--- src/rtl/device_arbiter.sv ---
// rtl/device_arbiter.sv - round-robin arbiter sharing one single-outstanding device port
// between NumHosts hosts, with response routing and a response watchdog.
module device_arbiter #(
  parameter int NumHosts      = 2,
  parameter int TimeoutCycles = 16
) (
  input  logic                     clk_i,
  input  logic                     rst_i,
  input  logic [NumHosts-1:0]      host_req_i,
  input  logic [NumHosts*32-1:0]   host_addr_i,
  input  logic [NumHosts-1:0]      host_we_i,
  input  logic [NumHosts*4-1:0]    host_be_i,
  input  logic [NumHosts*32-1:0]   host_wdata_i,
  output logic [NumHosts-1:0]      host_gnt_o,
  output logic [NumHosts-1:0]      host_rvalid_o,
  output logic [NumHosts-1:0]      host_err_o,
  output logic [31:0]              host_rdata_o,
  output logic                     device_req_o,
  output logic [31:0]              device_addr_o,
  output logic                     device_we_o,
  output logic [3:0]               device_be_o,
  output logic [31:0]              device_wdata_o,
  input  logic                     device_rvalid_i,
  input  logic [31:0]              device_rdata_i,
  output logic [7:0]               timeout_cnt_o
);

  localparam int IdxW  = $clog2(NumHosts);
  localparam int CandW = IdxW + 1;
  localparam int CntW  = $clog2(TimeoutCycles + 1);

  typedef enum logic {IDLE, WAIT} state_e;

  state_e           state_q, state_d;
  logic [IdxW-1:0]  owner_q, owner_d;
  logic [IdxW-1:0]  last_q, last_d;
  logic [CntW-1:0]  wait_cnt_q, wait_cnt_d;
  logic [7:0]       timeout_cnt_q, timeout_cnt_d;

  logic             resp_ok, timeout_hit, free, gnt_valid, grant;
  logic [IdxW-1:0]  win;
  logic [CandW-1:0] cand;

  assign resp_ok     = (state_q == WAIT) && device_rvalid_i;
  assign timeout_hit = (state_q == WAIT) && !device_rvalid_i &&
                       (wait_cnt_q == CntW'(TimeoutCycles));
  assign free        = (state_q == IDLE) || resp_ok;
  assign grant       = free && gnt_valid;

  // Search order starts just after the last winner and wraps around.
  always_comb begin
    gnt_valid = 1'b0;
    win       = '0;
    cand      = '0;
    for (int i = 1; i <= NumHosts; i++) begin
      cand = {1'b0, last_q} + CandW'(i);
      if (cand >= CandW'(NumHosts)) cand = cand - CandW'(NumHosts);
      if (!gnt_valid && host_req_i[cand[IdxW-1:0]]) begin
        gnt_valid = 1'b1;
        win       = cand[IdxW-1:0];
      end
    end
  end

  always_comb begin
    host_gnt_o     = '0;
    host_rvalid_o  = '0;
    host_err_o     = '0;
    host_rdata_o   = '0;
    device_req_o   = 1'b0;
    device_addr_o  = '0;
    device_we_o    = 1'b0;
    device_be_o    = '0;
    device_wdata_o = '0;
    if (!rst_i) begin
      if (grant) begin
        host_gnt_o[win] = 1'b1;
        device_req_o    = 1'b1;
        for (int h = 0; h < NumHosts; h++) begin
          if (win == IdxW'(h)) begin
            device_addr_o  = host_addr_i[h*32 +: 32];
            device_we_o    = host_we_i[h];
            device_be_o    = host_be_i[h*4 +: 4];
            device_wdata_o = host_wdata_i[h*32 +: 32];
          end
        end
      end
      if (resp_ok || timeout_hit) host_rvalid_o[owner_q] = 1'b1;
      if (timeout_hit)            host_err_o[owner_q]    = 1'b1;
      if (resp_ok)                host_rdata_o           = device_rdata_i;
    end
  end

  assign timeout_cnt_o = rst_i ? 8'd0 : timeout_cnt_q;

  always_comb begin
    state_d       = state_q;
    owner_d       = owner_q;
    last_d        = last_q;
    wait_cnt_d    = wait_cnt_q;
    timeout_cnt_d = timeout_cnt_q;
    if (free) begin
      if (gnt_valid) begin
        state_d    = WAIT;
        owner_d    = win;
        last_d     = win;
        wait_cnt_d = '0;
      end else begin
        state_d = IDLE;
      end
    end else if (timeout_hit) begin
      // A response arriving after this point is dropped as stray.
      state_d = IDLE;
      if (timeout_cnt_q != 8'hFF) timeout_cnt_d = timeout_cnt_q + 8'd1;
    end else if (state_q == WAIT) begin
      wait_cnt_d = wait_cnt_q + CntW'(1);
    end
  end

  always_ff @(posedge clk_i) begin
    if (rst_i) begin
      state_q       <= IDLE;
      owner_q       <= '0;
      last_q        <= IdxW'(NumHosts - 1);
      wait_cnt_q    <= '0;
      timeout_cnt_q <= '0;
    end else begin
      state_q       <= state_d;
      owner_q       <= owner_d;
      last_q        <= last_d;
      wait_cnt_q    <= wait_cnt_d;
      timeout_cnt_q <= timeout_cnt_d;
    end
  end

endmodule

--- config.mk ---
export PLATFORM = sky130hd
export DESIGN_NAME = device_arbiter
export DESIGN_NICKNAME = d
export VERILOG_FILES = /design/src/rtl/device_arbiter.sv
export SDC_FILE = /design/constraint.sdc
export NUM_CORES = 1
export LEC_CHECK = 0
export CAP_MARGIN = 30
export CORE_AREA = 4 4 109 111
export DETAILED_ROUTE_END_ITERATION = 8
export DIE_AREA = 0 0 113 115
export PLACE_DENSITY = 0.67
export SLEW_MARGIN = 20
export SYNTH_ARGS = -nofsm -noshare
export SYNTH_HDL_FRONTEND = slang
export SYNTH_SLANG_ARGS = --single-unit
export TNS_END_PERCENT = 20
--- constraint.sdc ---
create_clock -name clk_i -period 4.73 [get_ports clk_i]
set_input_delay 0.946 -clock clk_i [delete_from_list [all_inputs] [get_ports clk_i]]
set_output_delay 0.946 -clock clk_i [all_outputs]
set_load 0.02 [all_outputs]
==> results of run 1 <==
-- final timing paths --
kind | start | to | slack (ns) | cells after the start
max reg2reg | wait_cnt_q[0] | timeout_cnt_q[7] | 2.80 | 6
min reg2reg | wait_cnt_q[0] | wait_cnt_q[0] | 0.50 | 2
max | device_rvalid_i | device_wdata_o[3] | 0.21 | 7
min | wait_cnt_q[0] | wait_cnt_q[0] | 0.50 | 2
-- power by group through the flow --
stage	combinational (mW)	clock [mW]	sequential [mW]
final	0.412	0.123	0.140
after global routing	0.433	0.130	0.141
after CTS	0.415	0.126	0.140
after detailed placement	0.414	0	0.143
after global placement	0.411	0	0.143
after floorplan	0.146	0	0.142
-- area by class of cell --
type | instances | share of cell area (%)
antenna | 1 | 0.0513
clock buffer | 4 | 1.13
inverter | 4 | 0.308
multi-input combinational | 189 | 27.9
sequential | 16 | 6.56
tap | 140 | 3.59
timing repair buffer | 295 | 60.5
-- per-layer routing --
metal | global-route usage (%) | vias up | share of wire (%)
met5 | 0 | - | 1.3
met4 | 4.33 | 24 | 2.0
met3 | 11.9 | 36 | 14
met2 | 34.2 | 176 | 45
met1 | 23.1 | 1348 | 38
li1 | - | 1419 | -
-- logic make-up after synthesis --
kind of cell / Yosys count / share of synthesized area, %
adders and majority gates: 3 / 2.07
muxes: 5 / 3.10
and+or+nand+nor: 93 / 29.8
AOI/OAI and AO/OA: 85 / 38.4
DFF: 16 / 17.6
xor gates and xnor gates: 3 / 1.45
buffers and inverters: 27 / 7.58
-- Yosys cell counts --
cell type / n
or3_1: 2
dfxtp_1: 16
mux2_2: 2
nor4_1: 1
a22o_1: 69
o21ai_0: 4
nor2b_1: 9
nor3_1: 7
a21oi_1: 7
nand2b_4: 1
mux2_1: 3
buf_2: 17
o21ai_1: 1
nand3_1: 10
nand2_1: 8
inv_1: 4
nand3b_1: 1
a31o_2: 1
ha_1: 3
clkbuf_1: 3
nand2b_1: 1
and2_1: 34
buf_4: 2
or2_4: 1
buf_6: 1
nor2_1: 13
o311ai_0: 2
and3_1: 4
nand4bb_4: 1
o211ai_1: 1
xor2_1: 3
-- state kept, by name, summed over array words and instances, names as in the netlist --
name / cells
state_q: 1
owner_q: 1
last_q: 1
wait_cnt_q: 5
timeout_cnt_q: 8
-- worst min-delay path: cells and delay by family (launching register included) --
kind	cells	cell delay, ns
simple gates	1	0.07
compound gates	1	0.05
flops	1	0.33
-- stage by stage --
step	cell area, sq um	hold slack (ns)
floorplan	1820	0.464
global placement	4820	0.479
detailed placement	4820	0.496
CTS	4880	0.506
global route	4880	0.550
finish	4880	0.499
==> out/metrics.cfg, run 1 <==
[sta]
rsz0062_at_grt = no
period_needed_ns = 4.52
fin_crit_sh_pct = 95.5
fin_skew_ns = 0.00525
layout_setup_ws_ns = 0.213
setup_violations = 0
hold_viol = 0
max_freq_mhz = 221
slew_headroom_pct = 50.8
tightest_slew_ns = 0.738
slew_violations = 0
tns_ns = 0

[worst_setup_path]
cp.arrival_ns = 3.57
cp-end-kind = output port
cp_cell_sequence = clkdlybuf4s50_1 > nor2b_1 > nor2_1 > and3_2 > buf_4 > a22o_1 > clkdlybuf4s50_1
path_delay_family = buffers and inverters
critPathKind = input port to output port
worstPathMaxFanout = 23
crit_top_cell = clkdlybuf4s50_1
crit_buf_inv = 3
crit_path_start_kind = input port
slowest_delay_ns = 0.68
slowest_stage = clkdlybuf4s50_1
critPathRequiredTime_ns = 3.78

[layout]
regArea_sq_um = 320
layout_common_cells = clkdlybuf4s50_1 (290), a22o_1 (69), and2_1 (34)
final_common_cell = clkdlybuf4s50_1
area_delta_synth_final_pct = 169
utilization_pct = 45.2
multi_input_area_sq_um = 1360
fill_cells = 1057
instances_no_fill = 649
drive_above_1_share_pct = 3.35
final_nets = 687

[placement]
dp_slack_ns = 0.204
gp_congestion = 0.945
numPortBuffers = 290
post-dp-hpwl_um = 12800
dpl.cell_count = 644

[pwr]
intPower_mw = 0.457
power_density_nw_per_um2 = 138
finalPower_mw = 0.675
power_switching_mw = 0.217
power_frac_seq_pct = 20.8
pwr-share-comb_pct = 61.0
vdd_drop_max_v = 0.000106
clkPwrFrac_pct = 18.2
p_leak_nw = 1.81
p_sw_share_pct = 32.2

[global_route]
antenna_found_initial = 13
grt_max_degree = 71
grt_pass1_wl_um = 20100
overflow = 0
grt_usage_pct = 20.6
grt_pass1_vias = 3131

[detailed_routing]
post_drt_wl_per_cell_um = 22.3
wl_um = 14400
dr_total_vias = 3003
drt_pass1_iterations = 4
drt_iter0_drc = 101
drc = 0
ant_nets = 0
post_drt_via_cell_ratio = 4.63

[clock_network]
htreeDepth = 1
clockBufferDepth = 2
cts_setup_buffers = 0
clk_pin_slew_ns = 0.06
cts_tree = done
clock_tree.root_cell = clkbuf_8
clock_latency_ns = 0.25
cts_resized = 0
hold_buffers = 0
clock-sinks = 16
cts_buffers = 3

[synth]
syn-mean-instance-area_sq_um = 7.83
ys_types = 31
yosys.area.top_type = a22o_1
syn_nets = 410
synth_area_leaders = a22o_1 (33%), dfxtp_1 (18%), and2_1 (12%), buf_2 (4.7%), nor2b_1 (3.1%)
yosysWarnings = 0
seq_area_frac_synth_pct = 17.6
netlist_area_sq_um = 1820
synth_seq_cells = 16
syn_inst = 232
post-synth-top-area-fraction_pct = 33.3

[die]
die_x_um = 113
core_area_sq_um = 10800
die_h_um = 115
die-area_sq_um = 13000
start_util_pct = 16.8
placementRows = 38
io_pins = 291

[job]
cap_violations = 0

[status]
status = finished, final reports clean

[worst_hold_path]
hold_class = register to register

Power figures use the tool's default switching activity.
==> run 2, diff against run 1 <==
- CTS_CLUSTER_SIZE: not set -> 16
- GPL_TIMING_DRIVEN: not set -> 0
==> run 2 against run 1 <==
Hold slack better by 0.0011 ns. Register-to-register slack better by 0.04 ns. First-iteration DRC count up 4.0%. Cell area up 1.5%. Total power up 1.4%. Non-clock buffer count up 18. Fmax up 4.8%. Global-route usage down 0.31 points.
==> out/metrics.cfg, run 2 (synthesized netlist as in run 1, its figures left out) <==
[status]
status = finished, final reports clean

[worst_setup_path]
critPathKind = input port to output port
worstPathMaxFanout = 10  ; -57%
slowest_delay_ns = 0.74  ; +0.06 ns
cp-end-kind = output port
crit_top_cell = buf_2
critPathRequiredTime_ns = 3.78  ; about the same
slowest_stage = clkdlybuf4s50_1
cp_cell_sequence = clkdlybuf4s50_1 > nor2b_1 > buf_2 > nor2_1 > and3_1 > buf_2 > buf_2 > a22o_1 > clkdlybuf4s50_1
cp.arrival_ns = 3.37  ; -0.20 ns
crit_path_start_kind = input port

[die]
io_pins = 291  ; unchanged
start_util_pct = 16.8  ; unchanged
die-area_sq_um = 13000  ; unchanged
placementRows = 38  ; unchanged
core_area_sq_um = 10800  ; unchanged
die_x_um = 113  ; unchanged
die_h_um = 115  ; unchanged

[layout]
top_regs = timeout_cnt_q x8, wait_cnt_q x5
top_register = timeout_cnt_q
layout_common_cells = clkdlybuf4s50_1 (290), a22o_1 (69), and2_1 (34)
area_delta_synth_final_pct = 173
largest_register_ffs = 8  ; unchanged
final_common_cell = clkdlybuf4s50_1
final_nets = 705  ; +2.6%
design_area_sq_um = 4950  ; +1.5%
drive_above_1_share_pct = 5.70  ; +2.4 points

[pwr]
pwr-share-comb_pct = 61.4  ; +0.4 points
power_frac_seq_pct = 20.5  ; -0.3 points
power_density_nw_per_um2 = 138  ; about the same
intPower_mw = 0.460  ; +0.67%
p_sw_share_pct = 32.7  ; +0.49 points
power_switching_mw = 0.224  ; +2.9%
vdd_drop_max_v = 0.0000900  ; -15%
clkPwrFrac_pct = 18.2  ; about the same
p_leak_nw = 1.89  ; +4.3%

[placement]
numPortBuffers = 290  ; unchanged
dpl_cell_area_sq_um = 4890  ; +1.5%
post-dp-hpwl_um = 13000  ; +1.4%
gp_congestion = 0.925  ; -2.1%
dp_slack_ns = 0.383  ; +0.179 ns

[clock_network]
clock_tree.root_cell = clkbuf_8
cts_setup_buffers = 0  ; unchanged
clockBufferDepth = 2  ; unchanged
clk_pin_slew_ns = 0.06  ; about the same
clock-sinks = 16  ; unchanged
cts_resized = 0  ; unchanged
htreeDepth = 1  ; unchanged
cts_tree = done
clock_latency_ns = 0.26  ; about the same
hold_buffers = 0  ; unchanged
cts_buffers = 3  ; unchanged

[detailed_routing]
drc = 0  ; unchanged
post_drt_via_cell_ratio = 4.48  ; -3.2%
ant_nets = 0  ; unchanged
drt_pass1_iterations = 4  ; unchanged
wl_um = 14200  ; -1.6%
drt_iter0_drc = 105  ; +4.0%
post_drt_wl_per_cell_um = 21.3  ; -4.4%
dr_total_vias = 2991  ; -0.40%

[worst_hold_path]
hold_class = register to register

[sta]
hold_ws_ns = 0.500  ; +0.00106 ns
tightest_slew_ns = 0.606  ; -0.132 ns
max_freq_mhz = 232  ; +4.8%
slew_headroom_pct = 59.3  ; +8.5 points
tns_ns = 0  ; unchanged
fin_skew_ns = 0.00546  ; +0.000205 ns
slew_violations = 0  ; unchanged
rsz0062_at_grt = no
layout_setup_ws_ns = 0.418  ; +0.206 ns
hold_viol = 0  ; unchanged
setup_violations = 0  ; unchanged
period_needed_ns = 4.31  ; -0.206 ns
fin_crit_sh_pct = 91.2  ; -4.3 points

[global_route]
antenna_found_initial = 3  ; -10
grt_usage_pct = 20.3  ; -0.31 points
overflow = 0  ; unchanged
grt_max_degree = 11  ; -85%
grt_pass1_wl_um = 19600  ; -2.5%
grt_pass1_vias = 3122  ; -0.29%

[job]
cap_violations = 0  ; unchanged

==> run 2: final cells by class <==
class	instances	area, sq um
Antenna cell	2	5.00
Buffer	23	123
Clock buffer	4	55.1
Fill cell	1076	5840
Inverter	4	15.0
Multi-Input combinational cell	189	1360
Sequential cell	16	320
Tap cell	140	175
Timing Repair Buffer	290	2900
==> run 2: routing by layer <==
layer  global-route usage (%)  part of all wire [%]
met5                        0                  0.27
met4                     4.25                   1.5
met3                     9.58                    11
met2                     33.8                    46
met1                     24.0                    41
==> run 2: power groups by stage <==
stage / sequential [mW] / combinational [mW] / clock (mW)
floorplan: 0.142 / 0.146 / 0
global placement: 0.143 / 0.418 / 0
detailed placement: 0.143 / 0.422 / 0
CTS: 0.140 / 0.423 / 0.128
global route: 0.140 / 0.442 / 0.132
finish: 0.140 / 0.420 / 0.124
==> run 2: final timing paths <==
| check | start | to | slack [ns] | cells past startpoint |
|---|---|---|---|---|
| max | device_rvalid_i | device_wdata_o[31] | 0.42 | 9 |
| min | last_q | last_q | 0.50 | 2 |
| max reg2reg | wait_cnt_q[0] | timeout_cnt_q[3] | 2.84 | 7 |
| min reg2reg | last_q | last_q | 0.50 | 2 |
==> run 2: per-stage QoR <==
stage	power, mW	instances	utilization [%]
floorplan	0.288	232	-
global placement	0.561	662	45.4
detailed placement	0.565	662	45.4
global route	0.714	666	45.9
CTS	0.691	666	45.9
finish	0.684	668	45.9
==> run 2: worst max-delay path, delay by kind of cell <==
kind	cells	cell delay [ns]
and+or+nand+nor	3	0.32
AOI/OAI and AO/OA	1	0.21
buffers and inverters	5	1.88
==> run 3, diff against run 2 <==
--- a/config.mk
+++ b/config.mk
@@ -7,10 +7,11 @@
 export LEC_CHECK = 0
 export CAP_MARGIN = 30
-export CORE_AREA = 4 4 109 111
+export CORE_AREA = 4 4 110 112
 export CTS_CLUSTER_SIZE = 16
 export DETAILED_ROUTE_END_ITERATION = 8
-export DIE_AREA = 0 0 113 115
+export DIE_AREA = 0 0 114 116
+export DONT_BUFFER_PORTS = 1
 export GPL_TIMING_DRIVEN = 0
-export PLACE_DENSITY = 0.67
+export PLACE_DENSITY = 0.32
 export SLEW_MARGIN = 20
 export SYNTH_ARGS = -nofsm -noshare
==> constraint.sdc (replaced) <==
create_clock -name clk_i -period 4.73 [get_ports clk_i]
set_input_delay 0.946 -clock clk_i [delete_from_list [all_inputs] [get_ports clk_i]]
set_output_delay 0.946 -clock clk_i [all_outputs]
set_load 0.005 [all_outputs]
==> run 3 against run 2 <==
Sequential cell count unchanged. Critical path type unchanged. Clock power up 52%. Register-to-register slack better by 0.02 ns. Largest power group is now the clock network.
==> out/metrics.cfg, run 3 (synthesized netlist as in run 1, its figures left out) <==
[sta]
slew_violations = 0  ; unchanged
hold_ws_ns = 0.504  ; +0.00428 ns
setup_violations = 0  ; unchanged
tns_ns = 0  ; unchanged
slew_headroom_pct = 58.5  ; -0.78 points
rsz0062_at_grt = no
fin_skew_ns = 0.00146  ; -0.00400 ns
max_freq_mhz = 323  ; +39%
fin_crit_sh_pct = 65.5  ; -26 points
period_needed_ns = 3.10  ; -1.22 ns
hold_viol = 0  ; unchanged
tightest_slew_ns = 0.618  ; +0.0116 ns

[worst_setup_path]
cp-end-kind = output port
worstPathMaxFanout = 10  ; unchanged
slowest_stage = buf_2
path_delay_family = buffers and inverters
r2r-end = timeout_cnt_q[3]
critPathRequiredTime_ns = 3.78  ; about the same
r2r_start = wait_cnt_q[0]
crit_buf_inv = 3  ; -2
r2r_slack_ns = 2.86  ; +0.02 ns
r2r_cells = 7  ; unchanged
cp.arrival_ns = 2.15  ; -1.22 ns
crit_path_start_kind = input port
critPathLaunch = device_rvalid_i
crit_top_cell = buf_2
critPathKind = input port to output port
cp_cell_sequence = nor2b_1 > buf_2 > nor2_1 > and3_1 > buf_2 > buf_2 > a22o_1
slowest_delay_ns = 0.27  ; -0.47 ns

[die]
core_area_sq_um = 11200  ; +4.0%
placementRows = 39  ; +2.6%
io_pins = 291  ; unchanged
die_x_um = 114  ; +0.88%
die-area_sq_um = 13200  ; +1.8%
start_util_pct = 16.2  ; -0.65 points
die_h_um = 116  ; +0.87%

[pwr]
clkPwrFrac_pct = 42.3  ; +24 points
vdd_drop_max_v = 0.000116  ; +29%
power_switching_mw = 0.131  ; -41%
p_sw_share_pct = 29.5  ; -3.2 points
pwr-share-comb_pct = 26.1  ; -35 points
power_frac_seq_pct = 31.5  ; +11 points
intPower_mw = 0.313  ; -32%
p_leak_nw = 0.816  ; -57%
power_density_nw_per_um2 = 213  ; +54%

[clock_network]
clock_latency_ns = 0.25  ; about the same
clockBufferDepth = 2  ; unchanged
clk_pin_slew_ns = 0.05  ; about the same
htreeDepth = 1  ; unchanged
cts_buffers = 3  ; unchanged
hold_buffers = 0  ; unchanged
clock-sinks = 16  ; unchanged
clock_tree.root_cell = clkbuf_16
cts_tree = done
cts_setup_buffers = 0  ; unchanged
cts_resized = 0  ; unchanged

[layout]
top_regs = timeout_cnt_q x8, wait_cnt_q x5
area_delta_synth_final_pct = 14.7
regArea_sq_um = 320  ; unchanged
largest_register_ffs = 8  ; unchanged
top_register = timeout_cnt_q
drive_above_1_share_pct = 12.7  ; +7.0 points
num_antenna_cells = 0  ; -2
utilization_pct = 18.6  ; -27 points
multi_input_area_sq_um = 1360  ; unchanged
fill_cells = 1253  ; +16%
layout_common_cells = a22o_1 (69), and2_1 (34), buf_2 (17)
final_common_cell = a22o_1
final_nets = 415  ; -41%

[detailed_routing]
wl_um = 11400  ; -20%
post_drt_via_cell_ratio = 5.32  ; +19%
dr_total_vias = 2018  ; -33%
drc = 0  ; unchanged
ant_nets = 0  ; unchanged
drt_pass1_iterations = 4  ; unchanged
post_drt_wl_per_cell_um = 30.0  ; +41%
drt_iter0_drc = 71  ; -32%

[global_route]
antenna_found_initial = 15  ; +12
use_met2_pct = 23.9  ; -9.9 points
grt_pass1_vias = 1946  ; -38%
overflow = 0  ; unchanged
busiest_layer = met2
grt_usage_pct = 15.5  ; -4.8 points
use_met3_pct = 13.8  ; +4.3 points
grt_pass1_wl_um = 14500  ; -26%
grtUsageMet1_pct = 15.8  ; -8.2 points
grt_max_degree = 11  ; unchanged

[worst_hold_path]
hold_end = last_q
worstHoldStart = last_q
hold_class = register to register
worstHoldPathCells = 2  ; unchanged

[placement]
gp_congestion = 0.825  ; -11%
numPortBuffers = 0  ; -100%
post-dp-hpwl_um = 10400  ; -20%

[job]
cap_violations = 0  ; unchanged

[status]
status = finished, final reports clean

## run 3: changes by cell type in the layout (fill, tap and decap cells not counted), sizes merged
| cell | delta |
|---|---|
| clkdlybuf4s50 | -290 |
| diode | -2 |
## run 3: final cells by class
cell class,instances,area share (%)
plain buffers,23,5.88
clock buffers,4,4.26
inverters,4,0.720
multi-input cells,189,65.2
flip-flops and latches,16,15.4
well taps,143,8.58
## run 3: how the worst max path moves through the flow
stage / to / slack, ns / cells past startpoint
final: device_we_o / 1.63 / 7
after global routing: device_we_o / 1.49 / 7
after CTS: device_we_o / 1.56 / 7
after detailed placement: device_we_o / 1.56 / 7
after global placement: device_wdata_o[18] / 1.59 / 7
after floorplan: device_wdata_o[13] / 1.88 / 7
## run 3: layer usage
| layer | vias up | routed length (um) | share of wire [%] |
|---|---|---|---|
| met5 | - | 166 | 1.5 |
| met4 | 28 | 247 | 2.2 |
| met3 | 43 | 2010 | 18 |
| met2 | 144 | 5120 | 45 |
| met1 | 929 | 3820 | 34 |
| li1 | 874 | - | - |
## run 3: worst min-delay path, cell delays in order (launching register included)
cell      delay, ns
dfxtp_1        0.32
nand2_1        0.06
o211ai_1       0.08
## run 3: metrics by stage
step / power (mW) / instance area (sq um) / worst slack [ns] / cells
floorplan: 0.231 / 1820 / 1.88 / 232
global placement: 0.262 / 2000 / 1.59 / 375
detailed placement: 0.262 / 2000 / 1.56 / 375
CTS: 0.455 / 2080 / 1.56 / 379
global route: 0.469 / 2080 / 1.49 / 379
finish: 0.445 / 2080 / 1.63 / 379
## run 3: power groups by stage
| stage | sequential, mW | combinational (mW) | clock [mW] |
|---|---|---|---|
| 2_1_floorplan | 0.142 | 0.0881 | 0 |
| 3_3_place_gp | 0.143 | 0.119 | 0 |
| 3_5_place_dp | 0.143 | 0.119 | 0 |
| 4_1_cts | 0.140 | 0.119 | 0.196 |
| 5_1_grt | 0.141 | 0.128 | 0.201 |
| 6_report | 0.140 | 0.116 | 0.188 |
